[src/rtl/tdm_demultiplexer.sv]
// Serial TDM receiver: locks to fsync and splits a 1-bit stream into 4 channel words.
// Optional TDM_PARITY_EN appends an even-parity bit to every slot and adds par_err.
module tdm_demultiplexer #(
    parameter int unsigned WIDTH     = 8,
    parameter bit          MSB_FIRST = 1'b1
) (
    input  logic                 clk,
    input  logic                 rst_n,
    input  logic                 din,
    input  logic                 din_en,
    input  logic                 fsync,
    output logic [4*WIDTH-1:0]   out,
    output logic [3:0]           out_valid,
    output logic [1:0]           s,
    output logic                 locked,
`ifdef TDM_PARITY_EN
    output logic                 sync_err,
    output logic [3:0]           par_err
`else
    output logic                 sync_err
`endif
);

`ifdef TDM_PARITY_EN
    localparam int unsigned SLOT_LEN = WIDTH + 1;
`else
    localparam int unsigned SLOT_LEN = WIDTH;
`endif
    localparam int unsigned CW = $clog2(SLOT_LEN);

    typedef enum logic {HUNT = 1'b0, LOCK = 1'b1} state_t;

    state_t            state;
    logic [CW-1:0]     bitcnt;
    logic [WIDTH-1:0]  sr;
    logic [WIDTH-1:0]  word_done;

    // Inserts one serial bit into a partial word in transmission order.
    function automatic logic [WIDTH-1:0] shift_in(input logic [WIDTH-1:0] cur, input logic d);
        if (MSB_FIRST) begin
            return {cur[WIDTH-2:0], d};
        end
        return {d, cur[WIDTH-1:1]};
    endfunction

    // The slot-closing bit is either the last data bit or the parity bit.
`ifdef TDM_PARITY_EN
    assign word_done = sr;
`else
    assign word_done = shift_in(sr, din);
`endif

    always_ff @(posedge clk or negedge rst_n) begin
        if (!rst_n) begin
            state     <= HUNT;
            bitcnt    <= '0;
            sr        <= '0;
            out       <= '0;
            out_valid <= '0;
            s         <= '0;
            locked    <= 1'b0;
            sync_err  <= 1'b0;
`ifdef TDM_PARITY_EN
            par_err   <= '0;
`endif
        end else begin
            out_valid <= '0;
            sync_err  <= 1'b0;
`ifdef TDM_PARITY_EN
            par_err   <= '0;
`endif
            if (din_en) begin
                case (state)
                    HUNT: begin
                        if (fsync) begin
                            state  <= LOCK;
                            locked <= 1'b1;
                            sr     <= shift_in(WIDTH'(0), din);
                            bitcnt <= CW'(1);
                            s      <= 2'd0;
                        end
                    end
                    LOCK: begin
                        if (bitcnt == '0 && s == 2'd0) begin
                            // Frame boundary: this bit must carry fsync.
                            if (fsync) begin
                                sr     <= shift_in(WIDTH'(0), din);
                                bitcnt <= CW'(1);
                            end else begin
                                sync_err <= 1'b1;
                                state    <= HUNT;
                                locked   <= 1'b0;
                                bitcnt   <= '0;
                                s        <= 2'd0;
                            end
                        end else if (fsync) begin
                            // Early fsync: drop the partial slot and realign.
                            sync_err <= 1'b1;
                            sr       <= shift_in(WIDTH'(0), din);
                            bitcnt   <= CW'(1);
                            s        <= 2'd0;
                        end else if (bitcnt == CW'(SLOT_LEN - 1)) begin
                            out[s*WIDTH +: WIDTH] <= word_done;
                            out_valid[s]          <= 1'b1;
`ifdef TDM_PARITY_EN
                            par_err[s]            <= (^sr) != din;
`endif
                            bitcnt <= '0;
                            s      <= s + 2'd1;
                        end else begin
                            sr     <= shift_in(sr, din);
                            bitcnt <= bitcnt + CW'(1);
                        end
                    end
                    default: state <= HUNT;
                endcase
            end
        end
    end

endmodule

[config.mk]
export PLATFORM = sky130hd
export DESIGN_NAME = tdm_demultiplexer
export DESIGN_NICKNAME = d
export VERILOG_FILES = /design/src/rtl/tdm_demultiplexer.sv
export SDC_FILE = /design/constraint.sdc
export NUM_CORES = 1
export LEC_CHECK = 0
export CORE_MARGIN = 2
export CORE_UTILIZATION = 25
export DETAILED_ROUTE_END_ITERATION = 7
export DONT_BUFFER_PORTS = 1
export PLACE_DENSITY = 0.38
export SLEW_MARGIN = 10
export SYNTH_ARGS = -nofsm -noshare
export SYNTH_HDL_FRONTEND = slang
export SYNTH_SLANG_ARGS = --single-unit
[constraint.sdc]
create_clock -name clk -period 2.6 [get_ports clk]
set_input_delay 0.39 -clock clk [delete_from_list [all_inputs] [get_ports clk]]
set_output_delay 0.39 -clock clk [all_outputs]
set_load 0.05 [all_outputs]
==> results.tsv, run 1 <==
stage	metric	value	unit
status	outcome	complete, no violations	
detailed_routing	via count	1723	
place	DP HPWL	4.177	mm
setup_path	cell depth of the worst setup path	7	
finish	area of the multi-input gates	968.4	µm²
clock_tree	clock transition at the registers of the reported paths	90	ps
clock_tree	Post-CTS Resized	0	
floorplan	Initial Utilization	25.58	%
synthesis	Synth area leaders	dfrtp_1, nand4_1, ha_1, inv_1, and4_1	
global_routing	vias in the first global route	1718	
floorplan	Top Ports	45	
synthesis	post-synthesis sequential area ratio	51.52	%
timing	worst clock skew	3.663	ps
finish	Area Overhead vs Synth	9.545	%
synthesis	predominant post-synthesis flop cell	dfrtp_1	
timing	Hold Fails Final Rpt	0	
timing	final setup margin	515.1	ps
setup_path	slowest stage cell, crit path	and4_1	
setup_path	CP peak stage delay	460	ps
worst_hold_path	Hold EP	bitcnt[2]	
finish	Final #Nets	249	
detailed_routing	ANT nets after route	0	
clock_tree	htree depth	2	
synthesis	Synth Instances	234	
global_routing	first-pass GRT wire length	10.09	mm
worst_hold_path	Worst Hold Class	primary input to flip-flop	
timing	Final Hold Slack	149.8	ps
global_routing	initial antenna violation count	0	
timing	Final min period	2085	ps
synthesis	Yosys Warn Count	0	
setup_path	reg2reg start	s[0]	
setup_path	CP most frequent cell	ha_1	
power_and_ir_drop	worst IR drop on VDD	249.7	µV
setup_path	Crit path max-delay family	simple AND/OR/NAND/NOR gates	
finish	Reg area	1276	µm²
synthesis	top cells by count, synth	dfrtp_1, inv_1, nand4_1, o21ai_1	
setup_path	crit path cell chain	inv_1 > ha_1 > nand3b_2 > ha_1 > and4_1 > and2_0 > o21ai_0	
power_and_ir_drop	Pleak	1.366	nW
setup_path	WP buf/inv	1	
clock_tree	hold buffers post-CTS	2	
synthesis	top-area cell type share of the netlist area	51.52	%
timing	fmax	479.6	MHz
global_routing	total grt overflow	0	
run	max cap viols	0	
detailed_routing	final WL	6.262	mm
place	gp weighted congestion	0.7112	
floorplan	die area	10720	µm²
floorplan	Site Rows	36	
synthesis	Synth area leader	dfrtp_1	
synthesis	FF+latch count, synth	51	
timing	RSZ-0062 raised after global routing	no	
global_routing	Overall Global Routing Usage	11.98	%
place	port bufs	0	
clock_tree	clk buf depth	2	
synthesis	mapped cell area	2477	µm²
setup_path	critical path endpoint category	flip-flop	
clock_tree	CTS buffer count	5	
synthesis	Synth Net Count	249	
detailed_routing	DRC marker count from the first detailed-route iteration	95	
detailed_routing	DR pass1 iterations	4	
worst_hold_path	hold_sp	fsync	
power_and_ir_drop	Power Density	736.0	nW/µm²
clock_tree	Root Buffer	clkbuf_8	
clock_tree	CTS tree	built	
setup_path	Critical Path Fanout Max	15	
synthesis	Avg Cell Area, Syn	10.59	µm²
floorplan	die height	103.5	µm
finish	final std cells w/o fill	368	
synthesis	Distinct cells, synth	40	
setup_path	Reg2Reg Depth	7	
finish	share of layout cells above drive strength 1	10.64	%
detailed_routing	drt wl/cell	17.02	µm
timing	final setup vio count	0	
setup_path	Reg-to-Reg End	out[8]	
setup_path	Worst Path Arrival	2270	ps
timing	Slew Limit Fails	0	
timing	setup TNS	0	ps
synthesis	EDFF count, synth	0	
place	dpl ws	526.0	ps
clock_tree	clk_lat worst skew	310	ps
place	dpl cells	358	
setup_path	Critical Path Source	s[0]	
worst_hold_path	hold path cells	1	
timing	worst relative slew slack	63.63	%
global_routing	largest net degree at the start of global routing	52	
synthesis	Async SR Flop Fraction	100.0	%
setup_path	R2R setup slack	520	ps
setup_path	WS Path Type	flip-flop to flip-flop	
clock_tree	Clock Sinks	51	
finish	Final Util	28.02	%
floorplan	die width	103.5	µm
timing	Worst Tran Pin Value	543.1	ps
floorplan	total core area	9684	µm²
setup_path	CP startpoint kind	flip-flop	
timing	Final Cycle Share	80.19	%
clock_tree	post-CTS setup buffer count	0	
detailed_routing	vias per cell	4.682	
setup_path	Worst EP required	2780	ps
finish	diodes inserted	0	
finish	filler instances	1038	
synthesis	cell with the most instances after synthesis	dfrtp_1	
detailed_routing	drt drc	0	
==> cells by family (layout without fill, tap and decap cells) <==
logic type                 after synthesis  count (layout)  share of synthesized area, %
muxes                                    2               2                        0.8586
DFF                                     51              51                         51.51
and+or+nand+nor                         68              68                         18.99
buffers and inverters                   49              50                         9.394
AOI/OAI and AO/OA                       54              54                         14.19
adders and majority gates               10              10                         5.051
==> cells in the final DEF, fill, tap and decap left out, types with 2 or more instances in the layout <==
cell       Yosys  routed
inv_1         32      32
o21ai_1       17      17
o21ai_0       10      10
and3_1         9       9
a21oi_1        3       3
and3b_1        2       2
nand4_1       24      24
a21o_1         8       8
a2bb2oi_1      2       2
nand2_2        2       2
nor2_1         3       3
a32oi_1        2       2
and4_1        10      10
nor3b_2        2       2
clkbuf_8       0       5
nor2b_1        5       5
and2_1         3       3
buf_4          1       8
a221o_1        5       5
dfrtp_1       51      51
ha_1          10      10
==> state kept, by name (all words and copies together) (netlist names) <==
register and cells:
out 32, out_valid 4, s 2, sr 7, bitcnt 3, state 1, sync_err 1, locked 1
==> report_power, final <==
| group | internal (W) | switching (W) | leakage, nW |
|---|---|---|---|
| registers | 0.000882 | 0.000227 | 0.573 |
| logic | 0.000186 | 0.000240 | 0.752 |
| clock network | 0.000189 | 0.000274 | 0.0412 |
==> layout make-up <==
cell class                      instances  share of cell area (%)
Inverter                               32                   4.426
Tap cell                              133                   6.132
Timing Repair Buffer                   10                   3.596
Clock buffer                            6                   2.674
Sequential cell                        51                   47.03
Multi-Input combinational cell        134                   35.68
Clock inverter                          2                  0.4610
==> worst register-to-register path, stage by stage (launching register included) <==
cell      delay (ps)
dfrtp_1          360
inv_1             70
ha_1             240
nand3b_2         100
ha_1             130
and4_1           460
and2_0           470
o21ai_0          130
==> per-stage QoR <==
step / total power, W / instance area (µm²)
5_1_grt: 0.002125 / 2714
6_report: 0.001998 / 2714
3_5_place_dp: 0.001524 / 2591
4_1_cts: 0.002025 / 2714
3_3_place_gp: 0.001525 / 2591
2_1_floorplan: 0.001385 / 2477
==> how the worst max path moves through the flow <==
stage / end / slack, ps
final: out[8] / 520
after global placement: out[8] / 610
after CTS: out[8] / 500
after detailed placement: out[8] / 530
after floorplan: out[0] / 130
after global routing: out[8] / 340
==> layer usage <==
metal	vias up	track usage, %	share of wire, %
met5	-	0	0
met4	0	4.247	1.8
met3	7	3.713	5.9
met2	44	18.16	44
met1	831	16.16	48
li1	841	-	-
No activity file was read; power rests on OpenSTA's default activity.
==> inputs of run 2 (changes only) <==
--- a/config.mk
+++ b/config.mk
@@ -9,7 +9,7 @@
 export CORE_UTILIZATION = 25
 export DETAILED_ROUTE_END_ITERATION = 7
 export DONT_BUFFER_PORTS = 1
-export PLACE_DENSITY = 0.38
+export PLACE_DENSITY = 0.4
 export SLEW_MARGIN = 10
 export SYNTH_ARGS = -nofsm -noshare
 export SYNTH_HDL_FRONTEND = slang
==> constraint.sdc (replaced) <==
create_clock -name clk -period 1.7 [get_ports clk]
set_input_delay 0.255 -clock clk [delete_from_list [all_inputs] [get_ports clk]]
set_output_delay 0.255 -clock clk [all_outputs]
set_load 0.05 [all_outputs]
==> run 2 against run 1 <==
  * Critical path depth is 1 lower
  * Clock skew grew 1.7 ps
  * Critical path type unchanged
  * Combinational power increased by 110%
  * Hold slack lost 130 ps
  * Largest power group unchanged
  * Largest cell class unchanged
==> results.tsv, run 2 (synthesized netlist as in run 1, its figures left out) <==
stage	metric	value	unit	change
clock_tree	clk_lat worst skew	310	ps	about the same
detailed_routing	via count	1784		+3.5%
floorplan	die area	10720	µm²	unchanged
finish	Largest register FFs	32		unchanged
global_routing	total grt overflow	0		unchanged
finish	Area Overhead vs Synth	20.61	%	
place	placed cell areas	2758	µm²	+6.4%
finish	diodes inserted	0		unchanged
detailed_routing	DRC marker count from the first detailed-route iteration	118		+24%
worst_hold_path	hold_sp	fsync		
clock_tree	clk buf depth	2		unchanged
worst_hold_path	Worst Hold Class	primary input to flip-flop		
timing	setup TNS	0	ps	unchanged
timing	Final Hold Slack	19.21	ps	-130.6 ps
timing	Hold Fails Final Rpt	0		unchanged
finish	share of layout cells above drive strength 1	22.62	%	+12 points
setup_path	WS Path Type	flip-flop to flip-flop		
floorplan	Top Ports	45		unchanged
clock_tree	clock transition at the registers of the reported paths	100	ps	about the same
finish	Largest regs	out: 32 flops, sr: 7 flops, out_valid: 4 flops		
global_routing	initial antenna violation count	0		unchanged
finish	most common cell after layout, fill and taps aside	dfrtp_1		
detailed_routing	vias per cell	4.634		-1.0%
clock_tree	htree depth	2		unchanged
finish	Top reg by flops	out		
clock_tree	CTS tree	built		
setup_path	Reg-to-Reg End	sr[6]		
timing	worst clock skew	5.362	ps	+1.698 ps
floorplan	Initial Utilization	25.58	%	unchanged
setup_path	Reg2Reg Depth	6		-1
setup_path	crit path cell chain	ha_4 > ha_4 > and3b_2 > buf_6 > and3_4 > a311o_1		
clock_tree	CTS buffer count	5		unchanged
setup_path	critical path endpoint category	flip-flop		
setup_path	Critical Path Source	bitcnt[1]		
global_routing	first-pass GRT wire length	10.57	mm	+4.7%
floorplan	total core area	9684	µm²	unchanged
timing	final setup vio count	0		unchanged
place	dpl ws	-110.1	ps	-636.2 ps
power_and_ir_drop	Power Density	1109	nW/µm²	+51%
setup_path	slowest stage cell, crit path	dfrtp_1		
timing	Final min period	1658	ps	-427.2 ps
setup_path	Worst EP required	1900	ps	-880 ps
detailed_routing	drt drc	0		unchanged
finish	Final #Nets	266		+6.8%
setup_path	Critical Path Fanout Max	6		-9
timing	Final Cycle Share	97.51	%	+17 points
setup_path	reg2reg start	bitcnt[1]		
detailed_routing	ANT nets after route	0		unchanged
global_routing	Overall Global Routing Usage	12.35	%	+0.37 points
timing	final setup margin	42.25	ps	-472.8 ps
timing	fmax	603.2	MHz	+26%
place	port bufs	0		unchanged
timing	worst relative slew slack	65.57	%	+1.9 points
status	outcome	complete, no violations		
setup_path	CP startpoint kind	flip-flop		
timing	Slew Limit Fails	0		unchanged
setup_path	CP most frequent cell	ha_4		
timing	RSZ-0062 raised after global routing	yes		
detailed_routing	drt wl/cell	16.42	µm	-3.5%
floorplan	die width	103.5	µm	unchanged
setup_path	CP peak stage delay	440	ps	-20 ps
global_routing	largest net degree at the start of global routing	52		unchanged
place	gp weighted congestion	0.7149		+0.52%
power_and_ir_drop	Pleak	1.463	nW	+7.1%
power_and_ir_drop	worst IR drop on VDD	357.8	µV	+43%
setup_path	worst setup path endpoint	sr[6]		
finish	most frequent cells in the layout	dfrtp_1, inv_1, o21ai_1		
floorplan	Site Rows	36		unchanged
floorplan	die height	103.5	µm	unchanged
place	DP HPWL	4.351	mm	+4.2%
clock_tree	Root Buffer	clkbuf_8		
setup_path	Worst Path Arrival	1850	ps	-420 ps
detailed_routing	final WL	6.322	mm	+0.96%
setup_path	R2R setup slack	40	ps	-470 ps
clock_tree	Clock Sinks	51		unchanged
finish	final instance area	2988	µm²	+10%
global_routing	vias in the first global route	1797		+4.6%
timing	Worst Tran Pin Value	516.5	ps	-26.59 ps
detailed_routing	DR pass1 iterations	4		unchanged
run	max cap viols	0		unchanged
## run 2: cell types whose count changed in the layout (fill, tap and decap cells not counted), moves of 3 or more
cell / change
ha_4: +5
inv_1: -4
buf_6: +3
inv_2: +4
o21ai_1: +8
buf_12: +3
buf_4: +11
o21ai_0: -8
ha_1: -5
## run 2: through the flow
stage / instances / power [W] / utilization, %
after floorplan: 234 / 0.002177 / -
after global routing: 385 / 0.003538 / 30.85
final: 385 / 0.003314 / 30.85
after CTS: 383 / 0.003317 / 30.25
after global placement: 372 / 0.002481 / 28.48
after detailed placement: 372 / 0.002479 / 28.48
## run 2: layout make-up
class / instances / area, µm²
Fill cell: 993 / 6696
Clock inverter: 2 / 16.27
Inverter: 32 / 120.1
Timing Repair Buffer: 27 / 274.0
Sequential cell: 51 / 1279
Multi-Input combinational cell: 134 / 1060
Clock buffer: 6 / 72.57
Tap cell: 133 / 166.4
## run 2: critical path, delay by kind of cell (launching register included)
family,cells,cell delay (ps)
buffers and inverters,1,140
AOI/OAI and AO/OA,1,260
adders and majority gates,2,310
DFF,1,440
and+or+nand+nor,2,400
## run 2: power by group
group	total, W	internal [W]	switching [W]
Sequential	0.00169	0.00135	0.000340
Clock	0.000727	0.000297	0.000430
Combinational	0.000898	0.000442	0.000456
Total	0.00331	0.00209	0.00123
## run 2: worst min path at each step
stage               slack [ps]        end  depth (start not counted)
floorplan                  -40  bitcnt[0]                          0
detailed placement         -40     out[8]                          0
CTS                          4  bitcnt[2]                          1
global route                 6  bitcnt[2]                          1
finish                      20  bitcnt[2]                          1
global placement           -40     out[8]                          0
## run 2: timing repair
item                                    CTS  global route
gates cloned                              0             1
resized for setup                        11            13
pin swaps                                 4             6
endpoints found under the hold margin    51             0
endpoints found under the setup margin   33            39
buffers inserted                          1             1
hold buffers                              2             0
## run 2: layer usage
metal | GRT usage (%) | part of all wire (%)
met1 | 16.85 | 47
met2 | 18.92 | 46
met5 | 0 | 0
met4 | 3.475 | 0.65
met3 | 3.902 | 5.9
==> inputs of run 3 (changes only) <==
--- a/config.mk
+++ b/config.mk
@@ -5,11 +5,12 @@
 export SDC_FILE = /design/constraint.sdc
 export NUM_CORES = 1
 export LEC_CHECK = 0
-export CORE_MARGIN = 2
+export CORE_ASPECT_RATIO = 0.75
 export CORE_UTILIZATION = 25
 export DETAILED_ROUTE_END_ITERATION = 7
 export DONT_BUFFER_PORTS = 1
 export PLACE_DENSITY = 0.4
+export SKIP_LAST_GASP = 1
 export SLEW_MARGIN = 10
 export SYNTH_ARGS = -nofsm -noshare
 export SYNTH_HDL_FRONTEND = slang
==> run 3 against run 2 <==
  * Power is 7.3% higher
  * First-iteration DRC count is 39% lower
  * Combinational power is 8.6% higher
  * Clock skew is 1.3 ps lower
  * Cell count is 0.26% higher
  * Largest power group unchanged
  * Highest routed layer unchanged
==> results.tsv, run 3 (synthesized netlist as in run 1, its figures left out) <==
stage	metric	value	unit	change
finish	most frequent cells in the layout	dfrtp_1, inv_1, nand4_1, buf_4, o21ai_1		
detailed_routing	DR pass1 iterations	4		unchanged
power_and_ir_drop	worst IR drop on VDD	593.3	µV	+66%
finish	diodes inserted	0		unchanged
timing	worst relative slew slack	66.53	%	+0.96 points
global_routing	initial antenna violation count	0		unchanged
clock_tree	clk buf depth	2		unchanged
setup_path	Critical Path Fanout Max	7		+1
floorplan	Initial Utilization	25.65	%	+0.070 points
floorplan	Site Rows	31		-14%
timing	Worst Tran Pin Value	502.1	ps	-14.43 ps
global_routing	vias in the first global route	1799		+0.11%
power_and_ir_drop	Power Density	1172	nW/µm²	+5.6%
place	port bufs	0		unchanged
power_and_ir_drop	Int Power	0.002350	W	+13%
detailed_routing	drt wl/cell	16.71	µm	+1.7%
detailed_routing	via count	1795		+0.62%
floorplan	die height	88.21	µm	-15%
clock_tree	clk_lat worst skew	290	ps	-20 ps
floorplan	Top Ports	45		unchanged
timing	setup TNS	0	ps	unchanged
timing	Final Cycle Share	97.19	%	-0.33 points
clock_tree	htree depth	2		unchanged
detailed_routing	vias per cell	4.650		+0.36%
power_and_ir_drop	Comb pwr share	27.4	%	+0.3 points
status	outcome	complete, no violations		
timing	RSZ-0062 raised after global routing	yes		
finish	most common cell after layout, fill and taps aside	dfrtp_1		
setup_path	R2R setup slack	50	ps	about the same
floorplan	total core area	9658	µm²	-0.27%
place	DP HPWL	4.496	mm	+3.3%
detailed_routing	drt drc	0		unchanged
detailed_routing	DRC marker count from the first detailed-route iteration	72		-39%
clock_tree	CTS buffer count	5		unchanged
timing	Hold Fails Final Rpt	0		unchanged
finish	Area Overhead vs Synth	22.58	%	
clock_tree	clock transition at the registers of the reported paths	60	ps	-40 ps
finish	Top reg by flops	out		
power_and_ir_drop	Reg power frac	45.3	%	-5.7 points
setup_path	Worst Path Arrival	1820	ps	-30 ps
power_and_ir_drop	sw frac	33.94	%	-3.0 points
detailed_routing	final WL	6.449	mm	+2.0%
run	max cap viols	0		unchanged
detailed_routing	ANT nets after route	0		unchanged
power_and_ir_drop	Pleak	1.490	nW	+1.9%
setup_path	critical path endpoint category	flip-flop		
place	gp weighted congestion	0.7382		+3.3%
finish	Largest register FFs	32		unchanged
timing	Slew Limit Fails	0		unchanged
finish	Largest regs	out: 32 flops, sr: 7 flops, out_valid: 4 flops		
floorplan	die width	116.9	µm	+13%
finish	Final #Nets	268		+0.75%
place	dpl ws	-112.1	ps	-1.932 ps
timing	Final Hold Slack	46.66	ps	+27.45 ps
power_and_ir_drop	switching power of the nets	0.001208	W	-1.5%
floorplan	die area	10320	µm²	-3.8%
setup_path	WS Path Type	flip-flop to flip-flop		
setup_path	Worst EP required	1870	ps	-30 ps
timing	Final min period	1652	ps	-5.603 ps
finish	share of layout cells above drive strength 1	26.38	%	+3.8 points
timing	final setup vio count	0		unchanged
global_routing	first-pass GRT wire length	10.09	mm	-4.5%
global_routing	total grt overflow	0		unchanged
clock_tree	Root Buffer	clkbuf_16		
clock_tree	Clock Sinks	51		unchanged
timing	worst clock skew	4.082	ps	-1.280 ps
global_routing	largest net degree at the start of global routing	52		unchanged
clock_tree	CTS tree	built		
global_routing	Overall Global Routing Usage	13.30	%	+0.95 points
setup_path	CP startpoint kind	flip-flop		
finish	Final Util	31.44	%	+0.59 points
power_and_ir_drop	Clock power frac	27.3	%	+5.4 points
power_and_ir_drop	Final Total Pwr	0.003558	W	+7.3%
timing	fmax	605.3	MHz	+0.34%
timing	final setup margin	47.85	ps	+5.603 ps
worst_hold_path	Worst Hold Class	primary input to flip-flop		
-- run 3: metal layers --
metal	wire (µm)	part of all wire, %	GRT usage [%]	up-vias
li1	-	-	-	872
met1	3337	52	18.70	878
met2	2660	41	19.42	40
met3	394	6.1	4.589	5
met4	57	0.88	3.452	0
met5	0	0	0	-
-- run 3: worst paths after layout --
path / from / to / depth (start not counted)
min in group asynchronous: rst_n / out[0] / 2
min: fsync / bitcnt[2] / 1
max in group asynchronous: rst_n / s[1] / 2
min reg2reg: locked / locked / 2
max reg2reg: bitcnt[1] / sr[5] / 6
max: bitcnt[1] / sr[5] / 6
-- run 3: critical path: stages, from the launching register on --
cell,delay [ps]
dfrtp_1,380
ha_2,230
ha_4,130
and3b_2,230
buf_6,140
and3_4,150
a221o_1,270
-- run 3: metrics by stage --
stage / instances / cell area (µm²)
2_1_floorplan: 234 / 2524
3_3_place_gp: 376 / 2794
3_5_place_dp: 376 / 2794
4_1_cts: 386 / 2995
5_1_grt: 386 / 3037
6_report: 386 / 3037
-- run 3: cell type report --
class                      instances  area, µm²
sequential                        51       1279
timing repair buffer              29      260.3
multi-input combinational        134       1075
clock buffer                       7      132.6
fill                            1004       6621
clock inverter                     1      5.005
inverter                          32      120.1
tap                              132      165.2
-- run 3: timing repair --
action,CTS,global route
setup buffers,1,1
endpoints found under the setup margin,24,37
hold buffers,2,0
gates resized for setup,9,15
pin swaps,2,9
hold endpoints to repair,51,0
-- run 3: power by group through the flow --
| stage | sequential [W] | combinational [W] | clock, W |
|---|---|---|---|
| floorplan | 0.00160 | 0.000579 | 0 |
| global placement | 0.00162 | 0.000881 | 0 |
| detailed placement | 0.00162 | 0.000876 | 0 |
| CTS | 0.00161 | 0.000943 | 0.00101 |
| global route | 0.00163 | 0.00108 | 0.00106 |
| finish | 0.00161 | 0.000975 | 0.000971 |
